==> src/rtl/fetch_stage.sv <==
// fetch_stage: program counter, instruction-bus request logic and IF/ID pipeline register.
// Optional feature: define RV_FETCH_SKIDBUF_EN to keep a word returned during a stall in a one-entry skid buffer.
module fetch_stage #(
    parameter int unsigned           ADDR_WIDTH = 32,
    parameter logic [ADDR_WIDTH-1:0] RESET_ADDR = '0
) (
    input  logic                  i_clock,
    input  logic                  i_reset,
    input  logic                  i_stall,
    input  logic                  i_redirect,
    input  logic [ADDR_WIDTH-1:0] i_redirect_addr,
    output logic [ADDR_WIDTH-1:0] o_ibus_addr,
    output logic                  o_ibus_rd,
    input  logic [31:0]           i_ibus_rdata,
    input  logic                  i_ibus_ready,
    output logic                  o_IF_hazard,
    output logic [ADDR_WIDTH-1:0] o_IFID_pc,
    output logic [31:0]           o_IFID_inst,
    output logic                  o_IFID_isValid
);

    localparam logic [31:0]           NOP_INST = 32'h0000_0013;
    localparam logic [ADDR_WIDTH-1:0] PC_STEP  = ADDR_WIDTH'(4);

    logic [ADDR_WIDTH-1:0] pc;
    logic [ADDR_WIDTH-1:0] ifid_pc;
    logic [31:0]           ifid_inst;
    logic                  ifid_valid;

    logic                  skid_full;
    logic                  xfer;
    logic                  advance;
    logic                  pc_step_en;

`ifdef RV_FETCH_SKIDBUF_EN
    logic [ADDR_WIDTH-1:0] skid_pc;
    logic [31:0]           skid_inst;
`else
    assign skid_full = 1'b0;
`endif

    // Bus side: the request drops only in reset or while the skid buffer holds a word.
    assign o_ibus_addr = pc;
    assign o_ibus_rd   = ~i_reset & ~skid_full;
    assign o_IF_hazard = o_ibus_rd & ~i_ibus_ready & ~skid_full;

    assign xfer    = o_ibus_rd & i_ibus_ready;
    assign advance = ~i_stall & ~i_redirect;

`ifdef RV_FETCH_SKIDBUF_EN
    // Every completed transfer is kept: either accepted into IF/ID or captured by the skid buffer.
    assign pc_step_en = xfer;
`else
    assign pc_step_en = xfer & ~i_stall;
`endif

    always_ff @(posedge i_clock) begin
        if (i_reset) begin
            pc <= RESET_ADDR;
        end else if (i_redirect) begin
            pc <= i_redirect_addr;
        end else if (pc_step_en) begin
            pc <= pc + PC_STEP;
        end
    end

    always_ff @(posedge i_clock) begin
        if (i_reset) begin
            ifid_pc    <= RESET_ADDR;
            ifid_inst  <= NOP_INST;
            ifid_valid <= 1'b0;
        end else if (i_redirect) begin
            ifid_valid <= 1'b0;
        end else if (advance) begin
`ifdef RV_FETCH_SKIDBUF_EN
            if (skid_full) begin
                ifid_pc    <= skid_pc;
                ifid_inst  <= skid_inst;
                ifid_valid <= 1'b1;
            end else
`endif
            if (xfer) begin
                ifid_pc    <= pc;
                ifid_inst  <= i_ibus_rdata;
                ifid_valid <= 1'b1;
            end else begin
                ifid_inst  <= NOP_INST;
                ifid_valid <= 1'b0;
            end
        end
    end

`ifdef RV_FETCH_SKIDBUF_EN
    always_ff @(posedge i_clock) begin
        if (i_reset || i_redirect || !i_stall) begin
            skid_full <= 1'b0;
        end else if (xfer) begin
            skid_full <= 1'b1;
            skid_pc   <= pc;
            skid_inst <= i_ibus_rdata;
        end
    end
`endif

    assign o_IFID_pc      = ifid_pc;
    assign o_IFID_inst    = ifid_inst;
    assign o_IFID_isValid = ifid_valid;

endmodule
==> config.mk <==
export PLATFORM = sky130hd
export DESIGN_NAME = fetch_stage
export DESIGN_NICKNAME = d
export VERILOG_FILES = /design/src/rtl/fetch_stage.sv
export SDC_FILE = /design/constraint.sdc
export NUM_CORES = 1
export LEC_CHECK = 0
export CAP_MARGIN = 0
export CORE_MARGIN = 5
export CORE_UTILIZATION = 27
export CTS_CLUSTER_SIZE = 28
export DETAILED_ROUTE_END_ITERATION = 8
export GPL_TIMING_DRIVEN = 0
export PLACE_DENSITY_LB_ADDON = 0.1
export SLEW_MARGIN = 0
export SYNTH_ARGS = -nofsm -noshare
export SYNTH_HDL_FRONTEND = slang
export SYNTH_SLANG_ARGS = --single-unit
==> constraint.sdc <==
create_clock -name i_clock -period 2.3 [get_ports i_clock]
set_input_delay 0.345 -clock i_clock [delete_from_list [all_inputs] [get_ports i_clock]]
set_output_delay 0.345 -clock i_clock [all_outputs]
set_load 0.01 [all_outputs]
==> flow_summary.ini, run 1 <==
[synth]
netlist_area_um2 = 4290
synth_nets = 619
yosysSeqAreaShare_pct = 45.3
ys_ff_latch = 97
yosys_warnings = 0
ys.flop_type = dfxtp_1
avgSynthCellArea_um2 = 7.81
synthCells = 549
yosysTopAreaCellShare_pct = 45.3
synthTopCellsByArea = dfxtp_1 45%, nand2_1 9.7%, a21oi_1 7.8%
async_flop_share_pct = 0
synth_cell_types = 45
synth-edff-count = 0
yosysTopAreaCell = dfxtp_1

[clock_tree]
clk_latency_ns = 0.34
root_buffer = clkbuf_16
cts_tree = done
cts_buffers = 9
clkTransAtPathRegs_ns = 0.07
clock_path_buffers = 2
cts_sinks = 97
htree_levels = 3
hold_buffers = 0

[final_layout]
final_cell_mix = 164 x clkdlybuf4s50_1, 111 x nand2_1, 87 x dfxtp_1
layout_commonest_cell = clkdlybuf4s50_1
n_antenna_cell = 0
drive_gt1_share_pct = 4.94
syn2layout_area_growth_pct = 52.5
instances_no_fill = 945
fin_nets = 794
utilization_pct = 41.6
fin_area_um2 = 6540
fillers = 1605

[worst_setup_path]
rr_endpoint = o_ibus_addr[21]
cp_cell_sequence = clkdlybuf4s50_1, or3b_4, or3_1, buf_4, or4_1, a311oi_1
crit_arrival_ns = 2.50
worst-r2r-cell-count = 5
setup.worst_path.end = o_ibus_addr[21]
critPathLaunch = i_ibus_ready
reg2reg_from = o_ibus_addr[4]
crit_slowest_cell = clkdlybuf4s50_1
end_kind = flop
r2r_slack_ns = 0.12
path_class = in2reg
start_kind = primary input
critPathMaxStageDelay_ns = 0.47
cp.required_ns = 2.55
cp_max_fo = 8

[power_and_ir_drop]
power_density_nw_per_um2 = 602
pwr-share-seq_pct = 46.9
clockPowerShare_pct = 39.0
p_int_mw = 2.91
p_switching_mw = 1.02
total_power_mw = 3.93
leakage_nw = 2.12
vdd_ir_drop_max_v = 0.000273
comb_power_share_pct = 14.1
p_sw_share_pct = 25.9

[die]
dieArea_um2 = 18500
start_util_pct = 27.3
die_y_um = 136
core_um2 = 15700
io_pins = 168
die-width_um = 136
placement_rows = 46

[global_routing]
grt_max_degree = 16
grt_usage_pct = 17.5
grt_overflow = 0
grt_pass1_vias = 4582
grt_antenna_before_repair = 0
grt_first_pass_wirelength_um = 25300

[place]
placed_area_um2 = 6210
placed_cells_incl_taps = 930
numPortBuffers = 165
place_ws_ns = -0.557
dpl.hpwl_um = 12500
gp_congestion = 0.905

[sta]
fmax_mhz = 446
setup_viol = 0
hold_slack_ns = 0.391
worst_pin_slew_ns = 1.12
rsz0062_at_grt = no
finalCriticalPeriod_ns = 2.24
relSlewSlack_pct = 24.6
timing.final.hold_violations = 0
drv_slew = 0
clock_skew_ns = 0.00501
finalCritPeriodShare_pct = 97.6
fin_ws_ns = 0.0560
fin_setup_tns_ns = 0

[drt]
dr_wl_met2_um = 7750
top_layer_used = met4
antenna_left = 0
wire_per_inst_um = 17.6
met1_length_um = 7450
vias = 4747
drt_first_iter_violations = 332
met3_length_um = 1160
wirelength_um = 16600
vias_per_cell = 5.02
drc = 0
drt_pass1_iterations = 5

[flow_run]
maxCapViolCount = 0

[outcome]
status = finished clean

[min_path]
hold_path_class = in2reg
worst min-delay path by stage:
stage / end / startpoint / slack (ns) / depth (start not counted)
floorplan: o_IFID_inst[10] / o_IFID_inst[10] / 0.48 / 2
global placement: o_IFID_inst[30] / o_IFID_inst[30] / 0.44 / 2
detailed placement: o_IFID_inst[21] / o_IFID_inst[21] / 0.45 / 2
CTS: o_ibus_addr[28] / i_reset / 0.35 / 4
global route: o_ibus_addr[30] / i_reset / 0.40 / 4
finish: o_ibus_addr[28] / i_reset / 0.39 / 4
power by group through the flow:
stage	combinational [mW]	sequential, mW	clock [mW]
2_1_floorplan	0.198	1.88	0
3_3_place_gp	0.549	1.88	0
3_5_place_dp	0.554	1.88	0
4_1_cts	0.558	1.84	1.59
5_1_grt	0.601	1.86	1.64
6_report	0.554	1.84	1.54
synthesized netlist by cell type (2+ instances only):
| cell type | instances |
|---|---|
| nand2_1 | 111 |
| dfxtp_1 | 97 |
| a21oi_1 | 67 |
| nand3_1 | 49 |
| clkbuf_1 | 41 |
| nor2_1 | 29 |
| a311oi_1 | 15 |
| o21ai_0 | 15 |
| nand4_1 | 13 |
| and3_1 | 11 |
| nor4_1 | 10 |
| nor3_1 | 9 |
| o31ai_1 | 9 |
| or4_1 | 8 |
| a211oi_1 | 5 |
| nor3b_1 | 5 |
| or3_1 | 5 |
| inv_1 | 4 |
| xor2_1 | 4 |
| a32oi_1 | 3 |
| buf_1 | 3 |
| mux2i_1 | 3 |
| xnor2_1 | 3 |
| and2_1 | 2 |
| and4_1 | 2 |
| nand2b_1 | 2 |
| nor2b_1 | 2 |
| o211ai_1 | 2 |
| o311ai_0 | 2 |
| o31a_1 | 2 |
| or2_2 | 2 |
critical path: cells and delay by family:
kind,cells,cell delay [ns]
AOI/OAI and AO/OA,1,0.25
buffers and inverters,2,0.65
and+or+nand+nor,3,1.25
registers in the layout, indices dropped and copies added, names as in the netlist:
register,count
o_IFID_inst,32
o_IFID_isValid,1
o_IFID_pc,32
o_ibus_addr,32
layout make-up:
class                      instances  area, um2  area share (%)
tap                              216        270            4.14
sequential                        97       1950            29.9
timing repair buffer             165       1650            25.3
buffer                            45        188            2.87
clock buffer                      11        243            3.71
inverter                           5       18.8           0.287
clock inverter                     5       55.1           0.842
multi-input combinational        401       2160            33.0
kinds of logic (layout without fill, tap and decap cells):
logic type	Yosys count	after routing	synth area share [%]
AO/OA/AOI/OAI	127	127	18.4
XOR/XNOR	7	7	1.43
adder cells (fa/ha/maj)	1	1	0.292
buffers and inverters	51	231	4.67
flip-flops	97	97	45.3
multiplexers	3	3	0.701
AND/OR/NAND/NOR	263	263	29.2
layer usage:
layer,up-vias,track usage [%]
met4,0,5.71
met5,-,0
met2,159,27.6
met3,19,4.52
li1,2330,-
met1,2239,23.4
what timing repair did:
action,CTS,global route
setup endpoints to repair,16,9
resized for setup,7,14
setup buffers,0,0
Power figures use the tool's default switching activity.
==> run 2: changes to the inputs <==
--- a/config.mk
+++ b/config.mk
@@ -6,11 +6,14 @@
 export NUM_CORES = 1
 export LEC_CHECK = 0
 export CAP_MARGIN = 0
+export CELL_PAD_IN_SITES_DETAIL_PLACEMENT = 1
+export CELL_PAD_IN_SITES_GLOBAL_PLACEMENT = 2
 export CORE_MARGIN = 5
-export CORE_UTILIZATION = 27
+export CORE_UTILIZATION = 24
 export CTS_CLUSTER_SIZE = 28
 export DETAILED_ROUTE_END_ITERATION = 8
 export GPL_TIMING_DRIVEN = 0
+export MAX_ROUTING_LAYER = met4
 export PLACE_DENSITY_LB_ADDON = 0.1
 export SLEW_MARGIN = 0
 export SYNTH_ARGS = -nofsm -noshare
==> run 2 against run 1 <==
Final cell count grew 1.4%. Die area increased by 12%. Power increased by 8.3%. Sequential power is essentially flat. Critical path depth is the same. Sequential cell count unchanged. Sequential share of layout area down 0.57 points. Combinational power increased by 2%. Clock power increased by 20%. Count of clock-buffer cells in the layout stayed put. Setup slack got worse by 0.0079 ns. Non-clock buffer count up 4. Critical path type unchanged. Largest cell class unchanged. Largest power group is now the clock network.
==> flow_summary.ini, run 2 (synthesis results as in run 1) <==
[die]
die_y_um = 144
die-width_um = 144
start_util_pct = 24.6
io_pins = 168
placement_rows = 48
core_um2 = 17400
dieArea_um2 = 20600

[worst_setup_path]
crit_arrival_ns = 2.51
rr_endpoint = o_ibus_addr[29]
start_kind = primary input
path_class = in2reg
r2r_slack_ns = 0.14
cp_max_fo = 8
reg2reg_from = o_ibus_addr[10]
worst-r2r-cell-count = 5
end_kind = flop
critPathLaunch = i_ibus_ready
cp.required_ns = 2.56
setup.worst_path.end = o_ibus_addr[21]

[final_layout]
layout_commonest_cell = clkdlybuf4s50_1
drive_gt1_share_pct = 5.32
n_antenna_cell = 0
fin_nets = 798
final_cell_mix = 164 x clkdlybuf4s50_1, 111 x nand2_1, 90 x dfxtp_1
syn2layout_area_growth_pct = 55.1
utilization_pct = 38.2
fillers = 2075
fin_area_um2 = 6650
instances_no_fill = 958

[drt]
vias_per_cell = 5.05
drc = 0
antenna_left = 0
drt_pass1_iterations = 4
drt_first_iter_violations = 251
wire_per_inst_um = 19.1
wirelength_um = 18300
vias = 4835

[global_routing]
grt_max_degree = 16
grt_antenna_before_repair = 0
grt_pass1_vias = 5202
grt_usage_pct = 18.1
grt_overflow = 0
grt_first_pass_wirelength_um = 28400

[power_and_ir_drop]
p_int_mw = 3.22
leakage_nw = 2.17
pwr-share-seq_pct = 43.3
p_switching_mw = 1.04
vdd_ir_drop_max_v = 0.000375
comb_power_share_pct = 13.3
p_sw_share_pct = 24.4
clockPowerShare_pct = 43.4
power_density_nw_per_um2 = 640

[place]
gp_congestion = 0.858
numPortBuffers = 165
placed_cells_incl_taps = 939
placed_area_um2 = 6220
dpl.hpwl_um = 13900

[flow_run]
maxCapViolCount = 0

[sta]
finalCriticalPeriod_ns = 2.25
fmax_mhz = 444
clock_skew_ns = 0.00779
relSlewSlack_pct = 46.7
finalCritPeriodShare_pct = 97.9
drv_slew = 0
hold_slack_ns = 0.396
timing.final.hold_violations = 0
setup_viol = 0
worst_pin_slew_ns = 0.794
fin_setup_tns_ns = 0

[min_path]
min_path_cells = 4
hold_path_class = in2reg

[clock_tree]
root_buffer = clkbuf_16
clk_latency_ns = 0.35
clock_path_buffers = 2
htree_levels = 3
cts_buffers = 9
cts_tree = done
clkTransAtPathRegs_ns = 0.07
cts_sinks = 97

[outcome]
status = finished clean
-- run 2: layer usage --
layer	global-route usage [%]	vias to the layer above	wire length, um
met5	-	-	0
met4	5.45	0	282
met1	23.2	2370	8310
met3	3.59	18	1010
met2	28.8	124	8710
li1	-	2323	-
-- run 2: what timing repair did --
| item | CTS | global route |
|---|---|---|
| resized for setup | 11 | 15 |
| pin swaps | 0 | 3 |
| hold buffers | 0 | 0 |
| buffers inserted | 0 | 3 |
| setup endpoints to repair | 23 | 12 |
-- run 2: cell type report --
type | count | area [um2] | area share, %
flip-flops and latches | 97 | 1950 | 29.3
inverters | 5 | 18.8 | 0.282
repair buffers | 168 | 1670 | 25.2
clock buffers | 11 | 233 | 3.50
well taps | 225 | 282 | 4.23
clock inverters | 5 | 128 | 1.92
plain buffers | 46 | 198 | 2.97
multi-input cells | 401 | 2170 | 32.6
-- run 2: how the worst min path moves through the flow --
stage / to / from / slack, ns
floorplan: o_IFID_inst[10] / o_IFID_inst[10] / 0.48
global placement: o_IFID_inst[26] / o_IFID_inst[26] / 0.44
detailed placement: o_IFID_inst[5] / o_IFID_inst[5] / 0.45
CTS: o_ibus_addr[28] / i_reset / 0.37
global route: o_ibus_addr[28] / i_reset / 0.39
finish: o_ibus_addr[28] / i_reset / 0.40
-- run 2: power by group through the flow --
stage               logic [mW]  registers [mW]  clock network [mW]
finish                   0.567            1.84                1.85
global route             0.617            1.86                1.96
detailed placement       0.566            1.88                   0
CTS                      0.570            1.84                1.90
floorplan                0.198            1.88                   0
global placement         0.555            1.88                   0
-- run 2: per-stage QoR --
step	power (mW)	setup slack (ns)
6_report	4.26	0.0480
5_1_grt	4.44	-0.00502
4_1_cts	4.31	0.00180
3_5_place_dp	2.45	-0.708
3_3_place_gp	2.43	-0.650
2_1_floorplan	2.08	0.179
-- run 2: critical path, cell delays in order --
cell,delay [ns]
clkdlybuf4s50_1,0.47
or3b_4,0.41
or3_1,0.40
buf_6,0.15
or4_1,0.47
a311oi_1,0.25
==> run 3: changes to the inputs <==
--- a/config.mk
+++ b/config.mk
@@ -10,6 +10,7 @@
 export CELL_PAD_IN_SITES_GLOBAL_PLACEMENT = 2
 export CORE_MARGIN = 5
 export CORE_UTILIZATION = 24
+export CTS_CLUSTER_DIAMETER = 30
 export CTS_CLUSTER_SIZE = 28
 export DETAILED_ROUTE_END_ITERATION = 8
 export GPL_TIMING_DRIVEN = 0
==> results of run 3 <==
Same layout as run 2: the final DEF is identical, and so are final timing and power.
